--- config.mk ---
export PLATFORM = sky130hd
export DESIGN_NAME = dsi_lane_group_ctrl_flat
export DESIGN_NICKNAME = d
export VERILOG_FILES = /design/src/rtl/dsi_pkg.sv /design/src/rtl/dsi_lane_group_ctrl_if.sv /design/src/rtl/dsi_phase_timer.sv /design/src/rtl/dsi_lane_group_ctrl.sv /design/src/flat_wrapper.sv
export SDC_FILE = /design/constraint.sdc
export NUM_CORES = 1
export LEC_CHECK = 0
export CAP_MARGIN = 10
export CELL_PAD_IN_SITES_DETAIL_PLACEMENT = 0
export CELL_PAD_IN_SITES_GLOBAL_PLACEMENT = 1
export CORE_ASPECT_RATIO = 0.9
export CORE_UTILIZATION = 32
export DETAILED_ROUTE_END_ITERATION = 10
export HOLD_SLACK_MARGIN = 0.05
export PLACE_DENSITY_LB_ADDON = 0.1
export SYNTH_ARGS = -nofsm -noshare
export SYNTH_HDL_FRONTEND = slang
export SYNTH_SLANG_ARGS = --single-unit
--- constraint.sdc ---
create_clock -name clk_sys -period 2.7 [get_ports clk_sys]
set_input_delay 0.81 -clock clk_sys [delete_from_list [all_inputs] [get_ports clk_sys]]
set_output_delay 0.81 -clock clk_sys [all_outputs]
set_load 0.01 [all_outputs]
--- src/rtl/dsi_pkg.sv ---
// ---------------------------------------------------------------------------
// dsi_pkg
// Shared definitions for the DSI lane group controller.
//   dsi_state_e      : sequencer state encoding (HS_SOT exists only when
//                      DSI_LANE_GROUP_SOT_EN is defined)
//   DSI_SOT_BYTE     : start-of-transmission sync byte
//   DSI_HS_ZERO_BYTE : byte driven during HS-ZERO
//   DSI_LP11/01/00   : {lp_p, lp_n} line codes
//   dsi_trail_byte() : HS-TRAIL byte, the inverse of the last bit sent
// Build macro: DSI_LANE_GROUP_SOT_EN
// ---------------------------------------------------------------------------
package dsi_pkg;

  typedef enum logic [3:0] {
    ST_DISABLED,
    ST_IDLE,
    ST_HS_RQST,
    ST_HS_PREP,
    ST_HS_ZERO,
`ifdef DSI_LANE_GROUP_SOT_EN
    ST_HS_SOT,
`endif
    ST_HS_DATA,
    ST_HS_TRAIL,
    ST_HS_EXIT
  } dsi_state_e;

  localparam logic [7:0] DSI_SOT_BYTE     = 8'hB8;
  localparam logic [7:0] DSI_HS_ZERO_BYTE = 8'h00;

  localparam logic [1:0] DSI_LP11 = 2'b11;
  localparam logic [1:0] DSI_LP01 = 2'b01;
  localparam logic [1:0] DSI_LP00 = 2'b00;

  // The serializer sends LSB first, so bit 7 is the final bit on the wire;
  // the trail holds the opposite level of that bit.
  function automatic logic [7:0] dsi_trail_byte(input logic [7:0] last_byte);
    return last_byte[7] ? 8'h00 : 8'hFF;
  endfunction

endpackage

--- src/rtl/dsi_lane_group_ctrl_if.sv ---
// ---------------------------------------------------------------------------
// dsi_lane_group_ctrl_if
// Byte-stream handshake between the packet assembler and the lane group.
//   s_data  : one byte per lane, byte k -> lane k
//   s_valid : beat valid
//   s_last  : final beat of the burst
//   s_ready : beat accepted when s_valid & s_ready
// Modports: master (packet assembler), slave (lane group controller).
// ---------------------------------------------------------------------------
interface dsi_lane_group_ctrl_if #(
  parameter int N_LANES = 4
);

  logic [8*N_LANES-1:0] s_data;
  logic                 s_valid;
  logic                 s_last;
  logic                 s_ready;

  modport master (
    output s_data,
    output s_valid,
    output s_last,
    input  s_ready
  );

  modport slave (
    input  s_data,
    input  s_valid,
    input  s_last,
    output s_ready
  );

endinterface

--- src/rtl/dsi_phase_timer.sv ---
// ---------------------------------------------------------------------------
// dsi_phase_timer
// Down-counter that times one sequencer phase.
//   clk_sys, rst_n : byte clock, async active-low reset
//   load           : reload on entry to a timed phase
//   load_val       : phase length in cycles (0 behaves as 1)
//   timeout        : high during the final cycle of the phase
// ---------------------------------------------------------------------------
module dsi_phase_timer #(
  parameter int CNT_W = 8
) (
  input  logic             clk_sys,
  input  logic             rst_n,
  input  logic             load,
  input  logic [CNT_W-1:0] load_val,
  output logic             timeout
);

  localparam logic [CNT_W-1:0] ONE = CNT_W'(1);

  logic [CNT_W-1:0] cnt;

  // Loading len-1 makes the phase last len cycles, with timeout on the last
  // one; a zero length loads 0 and so lasts a single cycle.
  always_ff @(posedge clk_sys or negedge rst_n) begin
    if (!rst_n) begin
      cnt <= '0;
    end else if (load) begin
      cnt <= (load_val == '0) ? '0 : load_val - ONE;
    end else if (cnt != '0) begin
      cnt <= cnt - ONE;
    end
  end

  assign timeout = (cnt == '0);

endmodule

--- src/rtl/dsi_lane_group_ctrl.sv ---
// ---------------------------------------------------------------------------
// dsi_lane_group_ctrl
// Drives N_LANES D-PHY data lanes in lockstep through
// LP-11 -> LP-01 -> LP-00 -> HS-ZERO -> (SoT) -> HS data -> HS-TRAIL -> LP-11.
// Ports:
//   clk_sys, rst_n      : byte clock, async active-low reset
//   lines_enable        : lanes enabled (leaves/enters DISABLED from IDLE)
//   start_rqst          : level request for an HS burst, sampled in IDLE
//   cfg_t_lpx/prep/zero/trail/exit : phase lengths in clk_sys cycles
//   s_bus               : byte stream from the packet assembler (slave)
//   hs_data, hs_oe      : bytes to the serializers and HS driver enable
//   lp_p, lp_n, lp_oe   : shared LP line levels and LP driver enable
//   busy                : burst in progress (not DISABLED/IDLE)
//   underrun            : one-cycle pulse when the stream starves mid-burst
// Build macro: DSI_LANE_GROUP_SOT_EN adds a one-cycle HS_SOT (0xB8) phase.
// ---------------------------------------------------------------------------
module dsi_lane_group_ctrl
  import dsi_pkg::*;
#(
  parameter int N_LANES = 4,
  parameter int CNT_W   = 8
) (
  input  logic                 clk_sys,
  input  logic                 rst_n,
  input  logic                 lines_enable,
  input  logic                 start_rqst,
  input  logic [CNT_W-1:0]     cfg_t_lpx,
  input  logic [CNT_W-1:0]     cfg_t_prep,
  input  logic [CNT_W-1:0]     cfg_t_zero,
  input  logic [CNT_W-1:0]     cfg_t_trail,
  input  logic [CNT_W-1:0]     cfg_t_exit,
  dsi_lane_group_ctrl_if.slave s_bus,
  output logic [8*N_LANES-1:0] hs_data,
  output logic                 hs_oe,
  output logic                 lp_p,
  output logic                 lp_n,
  output logic                 lp_oe,
  output logic                 busy,
  output logic                 underrun
);

  dsi_state_e           state;

  // cfg_t_lpx is consumed on the same edge it would be latched, so only
  // the later phases need shadow copies.
  logic [CNT_W-1:0]     sh_prep;
  logic [CNT_W-1:0]     sh_zero;
  logic [CNT_W-1:0]     sh_trail;
  logic [CNT_W-1:0]     sh_exit;

  logic [8*N_LANES-1:0] last_tx;
  logic [8*N_LANES-1:0] trail_word;

  logic                 tmr_load;
  logic [CNT_W-1:0]     tmr_val;
  logic                 tmr_done;

  dsi_phase_timer #(
    .CNT_W(CNT_W)
  ) u_timer (
    .clk_sys (clk_sys),
    .rst_n   (rst_n),
    .load    (tmr_load),
    .load_val(tmr_val),
    .timeout (tmr_done)
  );

  // Reload the timer on the edge that enters each timed phase, using the
  // length of the phase being entered.
  always_comb begin
    tmr_load = 1'b0;
    tmr_val  = '0;
    case (state)
      ST_IDLE: begin
        if (lines_enable && start_rqst) begin
          tmr_load = 1'b1;
          tmr_val  = cfg_t_lpx;
        end
      end
      ST_HS_RQST: begin
        tmr_load = tmr_done;
        tmr_val  = sh_prep;
      end
      ST_HS_PREP: begin
        tmr_load = tmr_done;
        tmr_val  = sh_zero;
      end
      ST_HS_DATA: begin
        tmr_load = !s_bus.s_valid || s_bus.s_last;
        tmr_val  = sh_trail;
      end
      ST_HS_TRAIL: begin
        tmr_load = tmr_done;
        tmr_val  = sh_exit;
      end
      default: begin
        tmr_load = 1'b0;
      end
    endcase
  end

  // Per-lane trail byte derived from the last byte each lane transmitted.
  always_comb begin
    trail_word = '0;
    for (int k = 0; k < N_LANES; k++) begin
      trail_word[8*k +: 8] = dsi_trail_byte(last_tx[8*k +: 8]);
    end
  end

  // Sequencer. hs_data is one cycle behind the state: it shows what the
  // previous state produced. On starvation hs_data holds its last byte.
  always_ff @(posedge clk_sys or negedge rst_n) begin
    if (!rst_n) begin
      state    <= ST_DISABLED;
      sh_prep  <= '0;
      sh_zero  <= '0;
      sh_trail <= '0;
      sh_exit  <= '0;
      last_tx  <= '0;
      hs_data  <= '0;
      underrun <= 1'b0;
    end else begin
      underrun <= 1'b0;

      case (state)
        ST_DISABLED: begin
          if (lines_enable) state <= ST_IDLE;
        end
        ST_IDLE: begin
          if (!lines_enable) begin
            state <= ST_DISABLED;
          end else if (start_rqst) begin
            state    <= ST_HS_RQST;
            sh_prep  <= cfg_t_prep;
            sh_zero  <= cfg_t_zero;
            sh_trail <= cfg_t_trail;
            sh_exit  <= cfg_t_exit;
            last_tx  <= '0;
          end
        end
        ST_HS_RQST: begin
          if (tmr_done) state <= ST_HS_PREP;
        end
        ST_HS_PREP: begin
          if (tmr_done) state <= ST_HS_ZERO;
        end
        ST_HS_ZERO: begin
`ifdef DSI_LANE_GROUP_SOT_EN
          if (tmr_done) state <= ST_HS_SOT;
`else
          if (tmr_done) state <= ST_HS_DATA;
`endif
        end
`ifdef DSI_LANE_GROUP_SOT_EN
        ST_HS_SOT: begin
          state <= ST_HS_DATA;
        end
`endif
        ST_HS_DATA: begin
          if (!s_bus.s_valid) begin
            underrun <= 1'b1;
            state    <= ST_HS_TRAIL;
          end else begin
            last_tx <= s_bus.s_data;
            if (s_bus.s_last) state <= ST_HS_TRAIL;
          end
        end
        ST_HS_TRAIL: begin
          if (tmr_done) state <= ST_HS_EXIT;
        end
        ST_HS_EXIT: begin
          if (tmr_done) state <= ST_IDLE;
        end
        default: begin
          state <= ST_DISABLED;
        end
      endcase

      case (state)
        ST_HS_DATA: begin
          if (s_bus.s_valid) hs_data <= s_bus.s_data;
        end
        ST_HS_TRAIL: begin
          hs_data <= trail_word;
        end
`ifdef DSI_LANE_GROUP_SOT_EN
        ST_HS_SOT: begin
          hs_data <= {N_LANES{DSI_SOT_BYTE}};
        end
`endif
        default: begin
          hs_data <= {N_LANES{DSI_HS_ZERO_BYTE}};
        end
      endcase
    end
  end

  // Line drivers decoded straight from the state register. In HS states the
  // LP pins are released (lp_oe=0) and parked low.
  always_comb begin
    {lp_p, lp_n} = DSI_LP11;
    lp_oe        = 1'b0;
    hs_oe        = 1'b0;
    case (state)
      ST_IDLE, ST_HS_EXIT: begin
        lp_oe = 1'b1;
      end
      ST_HS_RQST: begin
        {lp_p, lp_n} = DSI_LP01;
        lp_oe        = 1'b1;
      end
      ST_HS_PREP: begin
        {lp_p, lp_n} = DSI_LP00;
        lp_oe        = 1'b1;
      end
      ST_HS_ZERO,
`ifdef DSI_LANE_GROUP_SOT_EN
      ST_HS_SOT,
`endif
      ST_HS_DATA, ST_HS_TRAIL: begin
        {lp_p, lp_n} = DSI_LP00;
        hs_oe        = 1'b1;
      end
      default: begin
        lp_oe = 1'b0;
      end
    endcase
  end

  assign busy         = (state != ST_DISABLED) && (state != ST_IDLE);
  assign s_bus.s_ready = (state == ST_HS_DATA);

endmodule

--- src/flat_wrapper.sv ---
// flat-port wrapper written by rule: the top's interface ports become plain ports
module dsi_lane_group_ctrl_flat import dsi_pkg::*;
#(
  parameter int N_LANES = 4,
  parameter int CNT_W   = 8
)
  (clk_sys, rst_n, lines_enable, start_rqst, cfg_t_lpx, cfg_t_prep, cfg_t_zero, cfg_t_trail, cfg_t_exit, hs_data, hs_oe, lp_p, lp_n, lp_oe, busy, underrun, s_bus_s_data, s_bus_s_valid, s_bus_s_last, s_bus_s_ready);
  dsi_lane_group_ctrl_if #(.N_LANES(N_LANES)) s_bus_i ();
  input  logic clk_sys;
  input  logic rst_n;
  input  logic lines_enable;
  input  logic start_rqst;
  input  logic [CNT_W-1:0] cfg_t_lpx;
  input  logic [CNT_W-1:0] cfg_t_prep;
  input  logic [CNT_W-1:0] cfg_t_zero;
  input  logic [CNT_W-1:0] cfg_t_trail;
  input  logic [CNT_W-1:0] cfg_t_exit;
  output logic [8*N_LANES-1:0] hs_data;
  output logic hs_oe;
  output logic lp_p;
  output logic lp_n;
  output logic lp_oe;
  output logic busy;
  output logic underrun;
  input wire logic [$bits(s_bus_i.s_data)-1:0] s_bus_s_data;
  input wire logic [$bits(s_bus_i.s_valid)-1:0] s_bus_s_valid;
  input wire logic [$bits(s_bus_i.s_last)-1:0] s_bus_s_last;
  output wire logic [$bits(s_bus_i.s_ready)-1:0] s_bus_s_ready;
  assign s_bus_i.s_data = s_bus_s_data;
  assign s_bus_i.s_valid = s_bus_s_valid;
  assign s_bus_i.s_last = s_bus_s_last;
  assign s_bus_s_ready = s_bus_i.s_ready;
  dsi_lane_group_ctrl #(.N_LANES(N_LANES), .CNT_W(CNT_W)) u_core (.clk_sys(clk_sys), .rst_n(rst_n), .lines_enable(lines_enable), .start_rqst(start_rqst), .cfg_t_lpx(cfg_t_lpx), .cfg_t_prep(cfg_t_prep), .cfg_t_zero(cfg_t_zero), .cfg_t_trail(cfg_t_trail), .cfg_t_exit(cfg_t_exit), .s_bus(s_bus_i), .hs_data(hs_data), .hs_oe(hs_oe), .lp_p(lp_p), .lp_n(lp_n), .lp_oe(lp_oe), .busy(busy), .underrun(underrun));
endmodule
==> impl_results.md, run 1 <==
- Clk sinks: 80
- RSZ-0062 raised after global routing: false
- Area Overhead vs Synth: 52.32%
- Pwr dens: 486.2 nW/µm²
- DRC: 0
- Critical path startpoint: u_core.state[1]
- Final-stage net count: 610
- Sequential area share after synthesis: 0.5222
- Distinct cells, synth: 47
- Routed vias/inst: 4.717
- Core Area: 11530 µm²
- Row count: 37
- Clk buf depth: 2
- Die X: 117.4 µm
- WP data required: 1890 ps
- Avg Cell Area, Syn: 10.20 µm²
- 1st-pass router iterations: 4
- Die area: 12420 µm²
- Worst slew pin tran: 527.1 ps
- Worst vdd ir: 353.4 µV
- # diodes: 0
- Number of global-route vias before repair: 3283
- Worst Hold Class: input port to async pin
- Final min period: 2609 ps
- Placed instance count: 667
- Place WS: -485.9 ps
- Max Cap Viol: 0
- Num CTS Buffers: 9
- Hold Slack: 442.8 ps
- Gr usage total: 0.1683
- Final setup viols: 0
- Worst EP arrival: 1800 ps
- Clk Latency, worst-skew pair: 340 ps
- Final Worst Setup Slack: 90.67 ps
- WL per Instance: 14.37 µm
- Synth Instances: 376
- Share of cells above drive strength 1: 0.2064
- CTS tree: done
- Die height: 105.8 µm
- Placed inst area: 5418 µm²
- Reg-to-reg slack, setup: 190 ps
- CTS H-Tree Depth: 3
- Final std cells w/o fill: 689
- Number of top-level pins: 117
- Post-detail-place hpwl: 7474 µm
- GPL Wtd Cong: 0.7840
- Post-synthesis net count: 458
- Worst Path Class, Setup: flip-flop to output pin
- Final period util: 0.9664
- Crit. End Element: output pin
- Routed vias: 3250
- Async SR Flop Fraction: 1.000
- Largest net degree at the start of global routing: 40
- EDFF count, synth: 0
- Design Area, Final: 5839 µm²
- Power Total: 2.839 mW
- Hold Fails Final Rpt: 0
- Worst-path clk slew: 60 ps
- Crit path capture: s_bus_s_ready
- Register-to-Register Path Depth: 10
- First DRT Iteration DRCs: 129
- First-pass GRT wire length: 16370 µm
- Post-synthesis cell area: 3834 µm²
- Crit Reg-Reg Startpoint: u_core.state[2]
- Startpoint types: flip-flop
- Worst slew margin: 0.6486
- Routed Antenna Nets: 0
- #FFs+latches synth: 80
- Final wirelength: 9898 µm
- Max-slew violations: 0
- Reg-to-Reg End: u_core.u_timer.cnt[6]
- Antenna violations before repair: 0
- Peak Freq: 383.2 MHz
- Initial Util: 0.3326
- Clk_skew: 5.407 ps
- Crit path max fanout: 12
- Pleak: 2.804 nW
- Top_reg_cell synth: dfrtp_1
- Root Driver: clkbuf_16
- Port buffer count: 116
- Outcome: complete, no violations
- GR Overflow Total: 0
- Synth warn: 0
area by class of cell:
cell class                      instances  area (µm²)
Clock buffer                           11       242.7
Fill cell                            1060        5688
Sequential cell                        80        2006
Timing Repair Buffer                  161        1505
Clock inverter                          5       127.6
Multi-Input combinational cell        270        1740
Tap cell                              156       195.2
Inverter                                6       22.52
kinds of logic (layout without fill, tap and decap cells):
group           Yosys count  in the layout  synth area share
mux                      43             43            0.1247
buf+inv                  26            183           0.02937
fa+ha+maj                 4              4           0.01306
compound gates           82             82            0.1368
xor+xnor                  8              8           0.01827
flops                    80             80            0.5222
simple gates            133            133            0.1557
where the power goes:
group	internal, mW	leakage (nW)	switching [mW]	total, mW
clock	1.02	0.176	0.474	1.50
combinational	0.0995	1.53	0.0443	0.144
sequential	1.20	1.10	0	1.20
total	2.32	2.80	0.518	2.84
metal layers:
metal / track usage / wire [µm] / up-vias
met4: 0.05566 / 144 / 0
li1: - / - / 1632
met3: 0.04221 / 372 / 13
met5: 0 / 0 / -
met2: 0.2646 / 4505 / 76
met1: 0.2257 / 4876 / 1529
placed cells by master, fill, tap and decap left out, types with 3 or more instances in the layout:
| cell | synthesis | routed |
|---|---|---|
| nor3_1 | 6 | 6 |
| a222oi_1 | 6 | 6 |
| inv_1 | 6 | 5 |
| xor2_1 | 4 | 4 |
| dfrtp_2 | 0 | 3 |
| nand3b_1 | 5 | 5 |
| nand2b_1 | 4 | 4 |
| nand2_1 | 53 | 53 |
| nand3_1 | 4 | 4 |
| a21oi_1 | 35 | 35 |
| o22ai_1 | 5 | 4 |
| clkbuf_16 | 0 | 9 |
| mux2i_1 | 8 | 8 |
| o21ai_0 | 9 | 8 |
| bufinv_16 | 0 | 4 |
| mux2_2 | 34 | 33 |
| buf_4 | 1 | 44 |
| nor2_1 | 44 | 44 |
| ha_1 | 4 | 3 |
| a32o_1 | 6 | 6 |
| o21ai_1 | 4 | 5 |
| nor2b_1 | 4 | 4 |
| dfrtp_1 | 80 | 77 |
| clkdlybuf4s50_1 | 0 | 112 |
| xnor2_1 | 4 | 4 |
metrics by stage:
stage,util,TNS (ps)
2_1_floorplan,-,-250.7
3_3_place_gp,0.4700,-2906
3_5_place_dp,0.4700,-3467
4_1_cts,0.5052,0
5_1_grt,0.5066,0
6_report,0.5066,0
registers in the layout (all words and copies together), names as in the netlist:
register,flops
u_core.last_tx,4
u_core.sh_zero,8
u_core.u_timer.cnt,8
u_core.sh_prep,8
u_core.state,3
u_core.underrun,1
u_core.sh_trail,8
u_core.hs_data,32
u_core.sh_exit,8
critical path, cell delays in order (launching register included):
cell,delay (ps)
dfrtp_2,480
and3b_2,380
clkdlybuf4s50_1,600
Yosys cell counts (3+ instances only):
cell,count,area (µm²)
dfrtp_1,80,2002
nand2_1,53,198.9
nor2_1,44,165.2
a21oi_1,35,175.2
mux2_2,34,382.9
clkbuf_1,11,41.29
o21ai_0,9,45.04
mux2i_1,8,80.08
a222oi_1,6,60.06
a32o_1,6,60.06
inv_1,6,22.52
nor3_1,6,30.03
nand3b_1,5,37.54
o22ai_1,5,31.28
buf_1,4,15.01
ha_1,4,50.05
nand2b_1,4,25.02
nand3_1,4,20.02
nor2b_1,4,25.02
o21ai_1,4,20.02
xnor2_1,4,35.03
xor2_1,4,35.03
and2_1,3,18.77
buf_2,3,15.01
worst min path at each step:
stage / end / cells past startpoint / slack, ps / from
after floorplan: u_core.last_tx[15] / 1 / 470 / u_core.last_tx[15]
after global routing: u_core.hs_data[2] / 1 / 490 / rst_n
after detailed placement: u_core.last_tx[7] / 1 / 490 / u_core.last_tx[7]
after global placement: u_core.last_tx[7] / 1 / 480 / u_core.last_tx[7]
final: u_core.hs_data[2] / 1 / 440 / rst_n
after CTS: u_core.u_timer.cnt[7] / 1 / 470 / rst_n
what timing repair did:
action                                  4_1_cts  5_1_grt
pin swaps                                     5        8
gates resized for setup                       4       10
hold buffers                                  0        0
endpoints found under the setup margin       12       11
setup buffers                                 4        3
Note: power is estimated with default switching activity, not from simulation.
==> inputs of run 2 (changes only) <==
--- a/config.mk
+++ b/config.mk
@@ -11,6 +11,7 @@
 export CORE_ASPECT_RATIO = 0.9
 export CORE_UTILIZATION = 32
 export DETAILED_ROUTE_END_ITERATION = 10
+export GPL_TIMING_DRIVEN = 1
 export HOLD_SLACK_MARGIN = 0.05
 export PLACE_DENSITY_LB_ADDON = 0.1
 export SYNTH_ARGS = -nofsm -noshare
==> results of run 2 <==
Same layout as run 1: the final DEF is identical, and so are final timing and power.
==> inputs of run 3 (changes only) <==
--- a/config.mk
+++ b/config.mk
@@ -9,6 +9,7 @@
 export CELL_PAD_IN_SITES_DETAIL_PLACEMENT = 0
 export CELL_PAD_IN_SITES_GLOBAL_PLACEMENT = 1
 export CORE_ASPECT_RATIO = 0.9
+export CORE_MARGIN = 2
 export CORE_UTILIZATION = 32
 export DETAILED_ROUTE_END_ITERATION = 10
 export GPL_TIMING_DRIVEN = 1
==> impl_results.md, run 3 (synthesis results as in run 1) <==
- Routed vias: 3291
- Startpoint types: flip-flop
- Port buffer count: 116
- Worst EP arrival: 1770 ps
- Clk buf depth: 2
- Most frequent cells in the layout: 110 x clkdlybuf4s50_1, 78 x dfrtp_1, 53 x nand2_1, 46 x buf_4, 44 x nor2_1
- Row count: 37
- Max FFs per register: 32
- Crit path max fanout: 9
- WL per Instance: 15.32 µm
- Largest net degree at the start of global routing: 40
- Die area: 12870 µm²
- Max Cap Viol: 0
- Reg-to-Reg End: u_core.u_timer.cnt[7]
- Place WS: -450.1 ps
- Root Driver: clkbuf_16
- Hold Fails Final Rpt: 0
- CTS H-Tree Depth: 3
- Register-to-Register Path Depth: 7
- # diodes: 0
- Commonest non-fill, non-tap cell in the layout: clkdlybuf4s50_1
- Worst Path Class, Setup: flip-flop to output pin
- Final Worst Setup Slack: 123.7 ps
- Core Area: 11570 µm²
- Outcome: complete, no violations
- DRC: 0
- Fill count: 1106
- Final-stage net count: 611
- GPL Wtd Cong: 0.8236
- Power Total: 2.630 mW
- WP data required: 1890 ps
- Share of cells above drive strength 1: 0.2086
- Routed vias/inst: 4.783
- Routed Antenna Nets: 0
- Max-slew violations: 0
- Die height: 107.8 µm
- Final setup viols: 0
- Final period util: 0.9542
- Pleak: 2.818 nW
- Clk sinks: 80
- Clk_skew: 10.76 ps
- Placed inst area: 5420 µm²
- First-pass GRT wire length: 17210 µm
- CTS tree: done
- First DRT Iteration DRCs: 184
- Crit Reg-Reg Startpoint: u_core.state[0]
- Worst Hold Class: input port to async pin
- Biggest register: u_core.hs_data
- Final wirelength: 10540 µm
- GR Overflow Total: 0
- Number of global-route vias before repair: 3394
- Initial Util: 0.3312
- Crit. End Element: output pin
- Critical path startpoint: u_core.state[1]
- Final min period: 2576 ps
- Design Area, Final: 5786 µm²
- Area Overhead vs Synth: 50.91%
- Post-detail-place hpwl: 7846 µm
- 1st-pass router iterations: 4
- Peak Freq: 388.2 MHz
- Pwr dens: 454.5 nW/µm²
- Worst vdd ir: 243.9 µV
- RSZ-0062 raised after global routing: false
- Gr usage total: 0.1693
- Worst-path clk slew: 60 ps
- Num CTS Buffers: 9
- Clk Latency, worst-skew pair: 340 ps
- Antenna violations before repair: 0
- Worst slew margin: 0.6462
- Worst slew pin tran: 530.7 ps
- Die X: 119.4 µm
- Crit path capture: s_bus_s_ready
- Number of top-level pins: 117
- Reg-to-reg slack, setup: 270 ps
run 3: cell count changes in the layout (fill, tap and decap cells not counted), sizes merged, moves of 2 or more:
cell	delta
bufinv	-2
clkbuf	-2
clkdlybuf4s50	-2
clkinvlp	+2
dlymetal6s2s	+2
run 3: worst min path at each step:
stage | slack [ps] | endpoint
floorplan | 470 | u_core.last_tx[15]
global placement | 480 | u_core.last_tx[15]
detailed placement | 480 | u_core.last_tx[31]
CTS | 470 | u_core.u_timer.cnt[6]
global route | 490 | u_core.u_timer.cnt[6]
finish | 450 | u_core.u_timer.cnt[6]
run 3: repair_timing:
item / 4_1_cts / 5_1_grt
pin swaps: 7 / 7
resized for setup: 7 / 10
hold buffers: 0 / 0
gates cloned: 0 / 0
setup buffers: 1 / 4
setup endpoints to repair: 9 / 9
hold endpoints to repair: 0 / 0
run 3: area by class of cell:
type	count	area, µm²	area share
clock buffer	9	225.2	0.03893
clock inverter	5	83.83	0.01449
inverter	6	26.28	0.004542
multi-input combinational	270	1742	0.3010
sequential	80	2004	0.3465
tap	156	195.2	0.03374
timing repair buffer	162	1509	0.2608
run 3: metal layers:
layer / part of all wire / global-route usage / up-vias
met4: 0.015 / 0.05714 / 0
li1: - / - / 1634
met2: 0.46 / 0.2656 / 77
met5: 0 / 0 / -
met3: 0.042 / 0.03814 / 13
met1: 0.48 / 0.2320 / 1567
run 3: report_power, final:
group,leakage [nW],switching (mW),internal (mW)
Clock,0.144,0.485,0.801
Combinational,1.57,0.0458,0.0996
Sequential,1.10,0,1.20
run 3: metrics by stage:
step | setup TNS (ps) | std cells | hold slack [ps] | utilization
after floorplan | -250.7 | 376 | 466.5 | -
after global placement | -3021 | 669 | 475.4 | 0.4683
after detailed placement | -3311 | 669 | 481.7 | 0.4683
after CTS | 0 | 684 | 470.8 | 0.4969
after global routing | 0 | 688 | 488.0 | 0.4999
final | 0 | 688 | 449.1 | 0.4999
run 3: worst max-delay path, stage by stage, from the launching register on:
cell	delay, ps
dfrtp_2	450
and3b_2	390
clkdlybuf4s50_1	580
